==> src/rtl/instr_load_ctrl.sv <==
// Input-mode sequencer: packs switch bytes into the instruction image on each load-button
// toggle, scans the image for RAW hazards on a check press, then releases the pipeline.
module instr_load_ctrl #(
   parameter int DEPTH       = 8,
   parameter int SYNC_STAGES = 2
) (
   input  logic                     clk,
   input  logic                     rst_n,
   input  logic [7:0]               input_val,
   input  logic                     but_inp,
   input  logic                     but_check,
   output logic [8*DEPTH-1:0]       instr_mem_bits,
   output logic [DEPTH-1:0]         hazard_bits,
   output logic [$clog2(DEPTH):0]   load_count,
   output logic                     overflow,
   output logic                     busy,
   output logic                     run_en,
   output logic [1:0]               state
);

   localparam int IW = (DEPTH > 1) ? $clog2(DEPTH) : 1;
   localparam int CW = $clog2(DEPTH) + 1;

   typedef enum logic [1:0] {
      LOAD = 2'd0,
      SCAN = 2'd1,
      RUN  = 2'd2
   } state_t;

   state_t                 cur_state;
   state_t                 next_state;
   logic [SYNC_STAGES-1:0] inp_sync;
   logic [SYNC_STAGES-1:0] chk_sync;
   logic                   inp_prev;
   logic                   chk_prev;
   logic                   tog_ev;
   logic                   chk_ev;
   logic [IW-1:0]          scan_idx;
   logic [7:0]             cur_b;
   logic [7:0]             pm1_b;
   logic [7:0]             pm2_b;
   logic                   haz_now;

   // Older instruction j conflicts with current instruction i when both are real ops and
   // j writes a register that i reads or writes.
   function automatic logic conflicts(input logic [7:0] older, input logic [7:0] cur);
      return (older[7:4] != 4'd0) && (cur[7:4] != 4'd0) &&
             ((older[3:2] == cur[1:0]) || (older[3:2] == cur[3:2]));
   endfunction

   always_ff @(posedge clk or negedge rst_n) begin
      if (!rst_n) begin
         inp_sync <= '0;
         chk_sync <= '0;
         inp_prev <= 1'b0;
         chk_prev <= 1'b0;
      end else begin
         inp_sync[0] <= but_inp;
         chk_sync[0] <= but_check;
         for (int k = 1; k < SYNC_STAGES; k++) begin
            inp_sync[k] <= inp_sync[k-1];
            chk_sync[k] <= chk_sync[k-1];
         end
         inp_prev <= inp_sync[SYNC_STAGES-1];
         chk_prev <= chk_sync[SYNC_STAGES-1];
      end
   end

   assign tog_ev = inp_sync[SYNC_STAGES-1] ^ inp_prev;
   assign chk_ev = chk_sync[SYNC_STAGES-1] & ~chk_prev;

   always_ff @(posedge clk or negedge rst_n) begin
      if (!rst_n) begin
         cur_state <= LOAD;
      end else begin
         cur_state <= next_state;
      end
   end

   always_comb begin
      next_state = LOAD;
      case (cur_state)
         LOAD:    next_state = chk_ev ? SCAN : LOAD;
         SCAN:    next_state = (scan_idx == IW'(DEPTH-1)) ? RUN : SCAN;
         RUN:     next_state = chk_ev ? LOAD : RUN;
         default: next_state = LOAD;
      endcase
   end

   // Neighbours outside the image read as NOPs, so instruction 0 can never be flagged.
   always_comb begin
      int i_cur;
      i_cur = int'(scan_idx);
      cur_b = instr_mem_bits[8*i_cur +: 8];
      pm1_b = 8'd0;
      pm2_b = 8'd0;
      if (i_cur >= 1) begin
         pm1_b = instr_mem_bits[8*(i_cur-1) +: 8];
      end
      if (i_cur >= 2) begin
         pm2_b = instr_mem_bits[8*(i_cur-2) +: 8];
      end
      haz_now = conflicts(pm1_b, cur_b) | conflicts(pm2_b, cur_b);
   end

   always_ff @(posedge clk or negedge rst_n) begin
      if (!rst_n) begin
         instr_mem_bits <= '0;
         hazard_bits    <= '0;
         load_count     <= '0;
         overflow       <= 1'b0;
         scan_idx       <= '0;
      end else begin
         case (cur_state)
            LOAD: begin
               if (tog_ev) begin
                  if (load_count < CW'(DEPTH)) begin
                     instr_mem_bits[8*load_count +: 8] <= input_val;
                     load_count <= load_count + 1'b1;
                  end else begin
                     overflow <= 1'b1;
                  end
               end
               if (chk_ev) begin
                  scan_idx    <= '0;
                  hazard_bits <= '0;
               end
            end
            SCAN: begin
               hazard_bits[scan_idx] <= haz_now;
               scan_idx <= scan_idx + 1'b1;
            end
            RUN: begin
               if (chk_ev) begin
                  instr_mem_bits <= '0;
                  hazard_bits    <= '0;
                  load_count     <= '0;
                  overflow       <= 1'b0;
               end
            end
            default: begin
            end
         endcase
      end
   end

   assign busy   = (cur_state == SCAN);
   assign run_en = (cur_state == RUN);
   assign state  = cur_state;

endmodule

==> config.mk <==
export PLATFORM = sky130hd
export DESIGN_NAME = instr_load_ctrl
export DESIGN_NICKNAME = d
export VERILOG_FILES = /design/src/rtl/instr_load_ctrl.sv
export SDC_FILE = /design/constraint.sdc
export NUM_CORES = 1
export LEC_CHECK = 0
export ABC_AREA = 1
export ABC_CLOCK_PERIOD_IN_PS = 4550
export CORE_ASPECT_RATIO = 1.4
export CORE_UTILIZATION = 48
export CTS_BUF_LIST = sky130_fd_sc_hd__clkbuf_4 sky130_fd_sc_hd__clkbuf_8
export DETAILED_ROUTE_END_ITERATION = 6
export PLACE_DENSITY = 0.71
export REMOVE_ABC_BUFFERS = 1
export SKIP_CTS_REPAIR_TIMING = 1
export SKIP_LAST_GASP = 1
export SLEW_MARGIN = 20
export SYNTH_ARGS = -nofsm -noshare
export SYNTH_HDL_FRONTEND = slang
export SYNTH_SLANG_ARGS = --single-unit
export TNS_END_PERCENT = 5
==> constraint.sdc <==
create_clock -name clk -period 4.55 [get_ports clk]
set_input_delay 0.91 -clock clk [delete_from_list [all_inputs] [get_ports clk]]
set_output_delay 0.91 -clock clk [all_outputs]
set_load 0.1 [all_outputs]
==> reports/metrics.cfg, run 1 <==
[run_status]
status = finished clean

[yosys]
synth-async-reset-ratio = 1.000
gate_count_post_synth = 655
area_share_of_the_largest_cell_type_after_synthesis = 0.4381
ys_top_cells_by_area = sky130_fd_sc_hd__dfrtp_1, sky130_fd_sc_hd__nand2_1, sky130_fd_sc_hd__nand3_1
synth_enable_flop_cells = 0
synth-main-ff-cell = sky130_fd_sc_hd__dfrtp_1
synthesis.area_per_instance_um2 = 7.673
synth_top_area_cell = sky130_fd_sc_hd__dfrtp_1
count_of_warnings_emitted_by_yosys = 0
ys_seq_area_frac = 0.4381
yosys.cell_types.count = 42
post_synth_instance_area_mm2 = 0.005026
ys_ff_latch = 88

[finish]
area.growth.synth_to_final_pct = 23.23
post_route_cells_drive_above_1_share = 0.05803
final_cell_mix = sky130_fd_sc_hd__nand2_1, sky130_fd_sc_hd__clkdlybuf4s50_1, sky130_fd_sc_hd__dfrtp_1
n_antenna_cell = 0
stdcell_area_mm2 = 0.006193
final_common_cell = sky130_fd_sc_hd__nand2_1
design.final.nets = 762

[die]
num_rows = 43
core_area_mm2 = 0.01006
die-area_mm2 = 0.01089
io_pins = 93
initial_utilization = 0.4996
chipHeight_um = 123.1
die_w_um = 88.48

[setup_path]
worst-path-buf-inv = 1
critPathMaxFanout = 15
startpoint_type = flop
endpoint_kind = output port
critPathTopFamily = buffers and inverters
critPathSlowestCell = sky130_fd_sc_hd__clkdlybuf4s50_1
timing.critical_path.arrival_ns = 2.52
worstPathCellList = nor2_4 > clkdlybuf4s50_1
regToRegSetupSlack_ns = 1.35
worst-endpoint-required_ns = 3.64
slowest_delay_ns = 1.23
setup.worst_path.class = flop to output port
r2r-start = load_count[0]
crit_path_start = state[0]

[placed_design]
gpl.final_weighted_congestion = 0.9850
place_hpwl_um = 12230
place_area_mm2 = 0.005989
port_buffers = 92

[clocking]
clock_transition_at_the_registers_of_the_reported_paths_ns = 0.09
cts_tree = done
htree_num_levels = 3
cts_num_sinks = 88
clockBufferDepth = 2
ctsRootBufferMaster = sky130_fd_sc_hd__clkbuf_8
numCtsBuffers = 9
clk_latency_ns = 0.38

[grt]
global_route_wire_length_before_repair_um = 24770
grtUsageTotal = 0.3112
gr-total-overflow = 0
first_global_vias = 4817
antenna_found_initial = 0
grt_start_max_net_pins = 61

[routing]
residual_antenna_violating_net_count_after_detailed_routing = 0
vias_per_cell = 5.693
initialDrtViolationCount = 446
wl_um = 15970
drt_first_pass_iters = 6
routed_wire_length_per_instance_um = 18.24
vias = 4987
drc = 0

[sta]
slew_viol_final = 0
max_slew_margin = 0.3383
setup_failing_eps_final = 0
post-route-min-period_ns = 3.428
post-route-period-util = 0.7533
rsz_0062_raised_after_global_routing = no
clock-skew-final_ns = 0.01064
max_freq_ghz = 0.2917
timing.setup.tns_ns = 0
worst_pin_slew_ns = 0.9894
hold_viol_final = 0

[run]
max-cap-violations = 0

[hold_path]
hp-start = inp_sync[0]
worst_hold_path_type = flop to flop

## synth_stat cells, types with 2 or more instances
master                     instances
sky130_fd_sc_hd__o22ai_1          21
sky130_fd_sc_hd__o32ai_1           6
sky130_fd_sc_hd__a21oi_1           4
sky130_fd_sc_hd__nand2_2           2
sky130_fd_sc_hd__dfrtp_1          88
sky130_fd_sc_hd__o21ai_0          44
sky130_fd_sc_hd__nand2_1         166
sky130_fd_sc_hd__buf_2             9
sky130_fd_sc_hd__nor3_1            5
sky130_fd_sc_hd__buf_6             2
sky130_fd_sc_hd__nor4_1            3
sky130_fd_sc_hd__o211ai_1          3
sky130_fd_sc_hd__clkinv_1          2
sky130_fd_sc_hd__o31ai_1           2
sky130_fd_sc_hd__buf_4             6
sky130_fd_sc_hd__nand4_1          31
sky130_fd_sc_hd__nand3b_1          3
sky130_fd_sc_hd__clkbuf_1          6
sky130_fd_sc_hd__inv_2             4
sky130_fd_sc_hd__ha_1             14
sky130_fd_sc_hd__o21ai_2           2
sky130_fd_sc_hd__inv_1            83
sky130_fd_sc_hd__a21oi_2           2
sky130_fd_sc_hd__nand3_1          80
sky130_fd_sc_hd__o21ai_1           5
sky130_fd_sc_hd__nor2_4            3
sky130_fd_sc_hd__nor2_1           42
sky130_fd_sc_hd__nand2_4           3
## sequential cells by signal (all words and copies together), names as in the netlist
| name | cells |
|---|---|
| chk_prev | 1 |
| state | 2 |
| inp_prev | 1 |
| chk_sync | 2 |
| instr_mem_bits | 64 |
| hazard_bits | 8 |
| load_count | 4 |
| overflow | 1 |
| inp_sync | 2 |
| scan_idx | 3 |
## stage by stage
stage | hold WS (ns) | utilization | setup slack, ns | instances
final | 0.3620 | 0.6156 | 1.122 | 876
after global routing | 0.3732 | 0.6156 | 1.031 | 876
after CTS | 0.3650 | 0.6156 | 1.143 | 876
after detailed placement | 0.3371 | 0.5953 | 1.468 | 860
after global placement | 0.3344 | 0.5953 | 1.490 | 860
after floorplan | 0.3312 | - | 1.069 | 631
## per-layer routing
metal / global-route usage / part of all wire
met1: 0.3568 / 0.38
met2: 0.5591 / 0.53
met3: 0.05541 / 0.051
met4: 0.1341 / 0.034
met5: 0 / 0
## kinds of logic (layout without fill, tap and decap cells)
group | count (synthesis) | in the layout | share of synthesized area
AOI/OAI and AO/OA | 92 | 92 | 0.1098
xor gates and xnor gates | 2 | 2 | 0.003486
adders and majority gates | 14 | 14 | 0.03485
buffers and inverters | 114 | 200 | 0.09534
DFF | 88 | 88 | 0.4381
and+or+nand+nor | 345 | 345 | 0.3184
## cell type report
class / count / area, µm²
fillers: 972 / 3867
multi-input cells: 453 / 2345
flip-flops and latches: 88 / 2202
repair buffers: 94 / 933.4
inverters: 90 / 340.3
well taps: 135 / 168.9
clock buffers: 10 / 137.6
clock inverters: 6 / 66.31
## path summary, 6_finish.rpt
kind,end,cells past startpoint
max,run_en,2
min,inp_sync[1],0
min reg2reg,inp_sync[1],0
min in group asynchronous,hazard_bits[7],1
max reg2reg,instr_mem_bits[17],12
max in group asynchronous,instr_mem_bits[35],2
Power of run 1 is left out: the tool's default activity adds up to more than one toggle a clock period on the data nets, which glitch-free logic cannot reach.
==> inputs of run 2 (changes only) <==
ABC_CLOCK_PERIOD_IN_PS = 3000   (was 4550)
PLACE_DENSITY = 0.74   (was 0.71)
clock period = 3 ns   (was 4.55 ns; I/O delays follow)
==> run 2 against run 1 <==
  * Final cell count increased by 0.80%
  * Critical path depth increased by 7
  * Count of clock-buffer cells in the layout unchanged
  * Cell area decreased by 2.6%
  * Hold slack got worse by 0.21 ns
  * Flip-flop and latch count unchanged
  * Via count increased by 1.7%
  * Highest routed layer unchanged
==> reports/metrics.cfg, run 2 (synthesized netlist as in run 1, its figures left out) <==
[finish]
largest_reg_flops = 64
final_common_cell = sky130_fd_sc_hd__nand2_1
final_cell_mix = sky130_fd_sc_hd__nand2_1, sky130_fd_sc_hd__buf_4, sky130_fd_sc_hd__dfrtp_1
area.growth.synth_to_final_pct = 20.04
num-fill-cells = 959
post_route_cells_drive_above_1_share = 0.1751
largest-register = instr_mem_bits
design.final.nets = 769
biggestRegsByFlops = instr_mem_bits x64, hazard_bits x8, load_count x4
n_antenna_cell = 0

[sta]
post-route-period-util = 0.8636
rsz_0062_raised_after_global_routing = no
slew_viol_final = 0
setup_failing_eps_final = 0
max_slew_margin = 0.4599
post-route-min-period_ns = 2.591
clock-skew-final_ns = 0.008676
worst_pin_slew_ns = 0.8064
hold_viol_final = 0
finalWorstSetupSlack_ns = 0.4093
max_freq_ghz = 0.3860

[routing]
initialDrtViolationCount = 375
wl_um = 16550
vias = 5074
drt_first_pass_iters = 5
routed_wire_length_per_instance_um = 18.74
residual_antenna_violating_net_count_after_detailed_routing = 0
drc = 0
vias_per_cell = 5.746

[hold_path]
worst_hold_path_type = input port to async pin

[run_status]
status = finished clean

[placed_design]
port_buffers = 92
place_hpwl_um = 12710
detailedPlace.worstSlack_ns = 0.4587
gpl.final_weighted_congestion = 0.9253

[clocking]
clockBufferDepth = 2
ctsRootBufferMaster = sky130_fd_sc_hd__clkbuf_8
cts_num_sinks = 88
clk_latency_ns = 0.37
htree_num_levels = 3
cts_tree = done
numCtsBuffers = 9
clock_transition_at_the_registers_of_the_reported_paths_ns = 0.09

[setup_path]
endpoint_kind = flop
startpoint_type = flop
setup.worst_path.class = flop to flop
regToRegSetupSlack_ns = 0.41
timing.critical_path.arrival_ns = 2.82
critPathMaxFanout = 17
worst-endpoint-required_ns = 3.23

[die]
chipHeight_um = 123.1
die_w_um = 88.48
die-area_mm2 = 0.01089
core_area_mm2 = 0.01006
num_rows = 43
io_pins = 93
initial_utilization = 0.4996

[grt]
grt_start_max_net_pins = 61
global_route_wire_length_before_repair_um = 25540
antenna_found_initial = 0
grtUsageTotal = 0.3191
first_global_vias = 4882
gr-total-overflow = 0

[run]
max-cap-violations = 0

## run 2: changes by cell type in the layout (fill, tap and decap cells not counted)
cell                              change
sky130_fd_sc_hd__inv_6                -1
sky130_fd_sc_hd__clkinv_2             +1
sky130_fd_sc_hd__buf_4               +87
sky130_fd_sc_hd__inv_8                +1
sky130_fd_sc_hd__bufinv_16            -1
sky130_fd_sc_hd__buf_12               +1
sky130_fd_sc_hd__clkdlybuf4s50_1     -81
## run 2: metrics by stage
stage,cells,hold slack (ns),TNS [ns],util,cell area [µm²]
6_report,883,0.1486,0,0.5997,6033
5_1_grt,883,0.1642,0,0.5997,6033
4_1_cts,883,0.1519,0,0.5997,6033
3_5_place_dp,867,0.3363,0,0.5816,5852
3_3_place_gp,867,0.3337,0,0.5816,5852
2_1_floorplan,631,0.3044,-7.712,-,4887
## run 2: worst paths after layout
check | start | to | cells after the start
worst max-delay path | state[1] | instr_mem_bits[27] | 9
worst min-delay path | rst_n | hazard_bits[7] | 1
worst max register to register | state[1] | instr_mem_bits[27] | 9
worst min register to register | chk_sync[0] | chk_sync[1] | 0
max in group asynchronous | rst_n | instr_mem_bits[8] | 2
min in group clk | chk_sync[0] | chk_sync[1] | 0
## run 2: layer usage
metal | wire length (µm) | track usage
met3 | 796 | 0.04606
met5 | 0 | 0
met1 | 6433 | 0.3808
met4 | 814 | 0.1774
met2 | 8503 | 0.5457
## run 2: layout make-up
type / instances / area (µm²) / share of cell area
Clock buffer: 10 / 137.6 / 0.02281
Clock inverter: 6 / 43.79 / 0.007258
Inverter: 90 / 340.3 / 0.05641
Multi-Input combinational cell: 453 / 2345 / 0.3886
Sequential cell: 88 / 2202 / 0.3650
Tap cell: 135 / 168.9 / 0.02800
Timing Repair Buffer: 101 / 795.8 / 0.1319
## run 2: worst max-delay path, stage by stage (launching register included)
cell	delay [ns]
sky130_fd_sc_hd__dfrtp_1	0.41
sky130_fd_sc_hd__inv_1	0.09
sky130_fd_sc_hd__nor2_4	0.40
sky130_fd_sc_hd__nand2_4	0.25
sky130_fd_sc_hd__o21ai_2	0.14
sky130_fd_sc_hd__nand2_4	0.11
sky130_fd_sc_hd__inv_2	0.22
sky130_fd_sc_hd__nand3_1	0.36
sky130_fd_sc_hd__nand2_1	0.33
sky130_fd_sc_hd__o32ai_1	0.13
Power of run 2 is left out for the same reason.
==> inputs of run 3 (changes only) <==
==> constraint.sdc (replaced) <==
create_clock -name clk -period 3 [get_ports clk]
set_input_delay 0.9 -clock clk [delete_from_list [all_inputs] [get_ports clk]]
set_output_delay 0.9 -clock clk [all_outputs]
set_load 0.1 [all_outputs]
==> run 3 against run 2 <==
  * Hold slack better by 0.21 ns
  * Die area stayed put
  * Count of clock-buffer cells in the layout did not move
  * Cell area increased by 1.7%
  * Non-clock buffer count increased by 3
  * Global-route usage grew 0.41 points
  * Register-to-register slack got worse by 0.06 ns
  * Final cell count increased by 0.34%
  * Wire length up 0.53%
  * Flip-flop and latch count stayed put
==> reports/metrics.cfg, run 3 (synthesized netlist as in run 1, its figures left out) <==
[run]
max-cap-violations = 0

[finish]
largest_reg_flops = 64
final_common_cell = sky130_fd_sc_hd__nand2_1
design.final.nets = 772
largest-register = instr_mem_bits
final_cell_mix = sky130_fd_sc_hd__nand2_1, sky130_fd_sc_hd__buf_4, sky130_fd_sc_hd__dfrtp_1
n_antenna_cell = 0
post_route_cells_drive_above_1_share = 0.1784
biggestRegsByFlops = instr_mem_bits x64, hazard_bits x8, load_count x4
area.growth.synth_to_final_pct = 22.06

[setup_path]
critPathSlowestCell = sky130_fd_sc_hd__nor2_4
critPathMaxFanout = 17
timing.critical_path.arrival_ns = 2.89
endpoint_kind = flop
worstPathCellList = nor2_4 > nand2_4 > o21ai_2 > nand2_4 > inv_2 > nand3_1 > nand2_1 > o32ai_1
startpoint_type = flop
worst-endpoint-required_ns = 3.23
worst-path-buf-inv = 1
setup.worst_path.class = flop to flop
cpMostUsedCell = sky130_fd_sc_hd__nand2_4
reg2reg_to = instr_mem_bits[25]
critPathTopFamily = simple AND/OR/NAND/NOR gates
rr_worst_depth = 8
r2r-start = state[0]
regToRegSetupSlack_ns = 0.35
slowest_delay_ns = 0.49

[clocking]
clockBufferDepth = 2
ctsRootBufferMaster = sky130_fd_sc_hd__clkbuf_8
htree_num_levels = 3
clk_latency_ns = 0.38
cts_num_sinks = 88
cts_tree = done
numCtsBuffers = 9
clock_transition_at_the_registers_of_the_reported_paths_ns = 0.10

[grt]
antenna_found_initial = 0
global_route_wire_length_before_repair_um = 26050
first_global_vias = 5045
grtUsageTotal = 0.3232
grt_start_max_net_pins = 40
gr-total-overflow = 0

[sta]
max_slew_margin = 0.4203
rsz_0062_raised_after_global_routing = no
setup_failing_eps_final = 0
max_freq_ghz = 0.3770
post-route-min-period_ns = 2.653
finalWorstSetupSlack_ns = 0.3472
timing.setup.tns_ns = 0
post-route-period-util = 0.8843
worst_pin_slew_ns = 0.8655
clock-skew-final_ns = 0.01997
hold_viol_final = 0
slew_viol_final = 0

[placed_design]
place_hpwl_um = 12730
port_buffers = 92
gpl.final_weighted_congestion = 1.009
detailedPlace.worstSlack_ns = 0.4372

[die]
die-area_mm2 = 0.01089
initial_utilization = 0.4996
die_w_um = 88.48
num_rows = 43
core_area_mm2 = 0.01006
io_pins = 93
chipHeight_um = 123.1

[routing]
vias_per_cell = 5.793
residual_antenna_violating_net_count_after_detailed_routing = 0
wl_um = 16630
routed_wire_length_per_instance_um = 18.77
drt_first_pass_iters = 5
drc = 0
vias = 5133
initialDrtViolationCount = 544

[hold_path]
hp-start = chk_sync[0]
worst_hold_path_type = flop to flop
whs_path_depth = 0
whs_endpoint = chk_sync[1]

[run_status]
status = finished clean

==> run 3: cell types whose count changed in the layout (fill, tap and decap cells not counted), sizes merged <==
cell and change:
bufinv +2, buf +3, inv +2, clkinv -4
==> run 3: how the worst max path moves through the flow <==
stage | end | cells after the start | slack, ns | from
floorplan | hazard_bits[2] | 7 | -0.48 | state[0]
global placement | instr_mem_bits[26] | 8 | 0.47 | state[0]
detailed placement | instr_mem_bits[28] | 8 | 0.44 | state[0]
CTS | instr_mem_bits[28] | 8 | 0.43 | state[0]
global route | instr_mem_bits[25] | 9 | 0.13 | state[1]
finish | instr_mem_bits[25] | 8 | 0.35 | state[0]
==> run 3: area by class of cell <==
cell class	count	area [µm²]
Clock buffer	10	137.6
Clock inverter	6	97.59
Fill cell	956	3926
Inverter	90	340.3
Multi-Input combinational cell	453	2345
Sequential cell	88	2202
Tap cell	135	168.9
Timing Repair Buffer	104	843.3
==> run 3: metrics by stage <==
stage	cell area, µm²	hold WS (ns)	utilization	cells
floorplan	4887	0.3312	-	631
global placement	5899	0.3320	0.5864	870
detailed placement	5899	0.3363	0.5864	870
CTS	6135	0.3636	0.6098	886
global route	6135	0.3776	0.6098	886
finish	6135	0.3605	0.6098	886
==> run 3: per-layer routing <==
metal,GRT usage,vias to the layer above,routed length (µm),share of wire
met3,0.04005,63,875,0.053
met4,0.1804,0,901,0.054
met1,0.3983,2472,6439,0.39
met2,0.5428,236,8418,0.51
met5,0,-,0,0
li1,-,2362,-,-
==> run 3: worst reg2reg max path, cell delays in order (launching register included) <==
cell and delay, ns:
sky130_fd_sc_hd__dfrtp_1 0.45, sky130_fd_sc_hd__nor2_4 0.49, sky130_fd_sc_hd__nand2_4 0.27, sky130_fd_sc_hd__o21ai_2 0.15, sky130_fd_sc_hd__nand2_4 0.11, sky130_fd_sc_hd__inv_2 0.22
sky130_fd_sc_hd__nand3_1 0.37, sky130_fd_sc_hd__nand2_1 0.33, sky130_fd_sc_hd__o32ai_1 0.12
Power of run 3 is left out for the same reason.
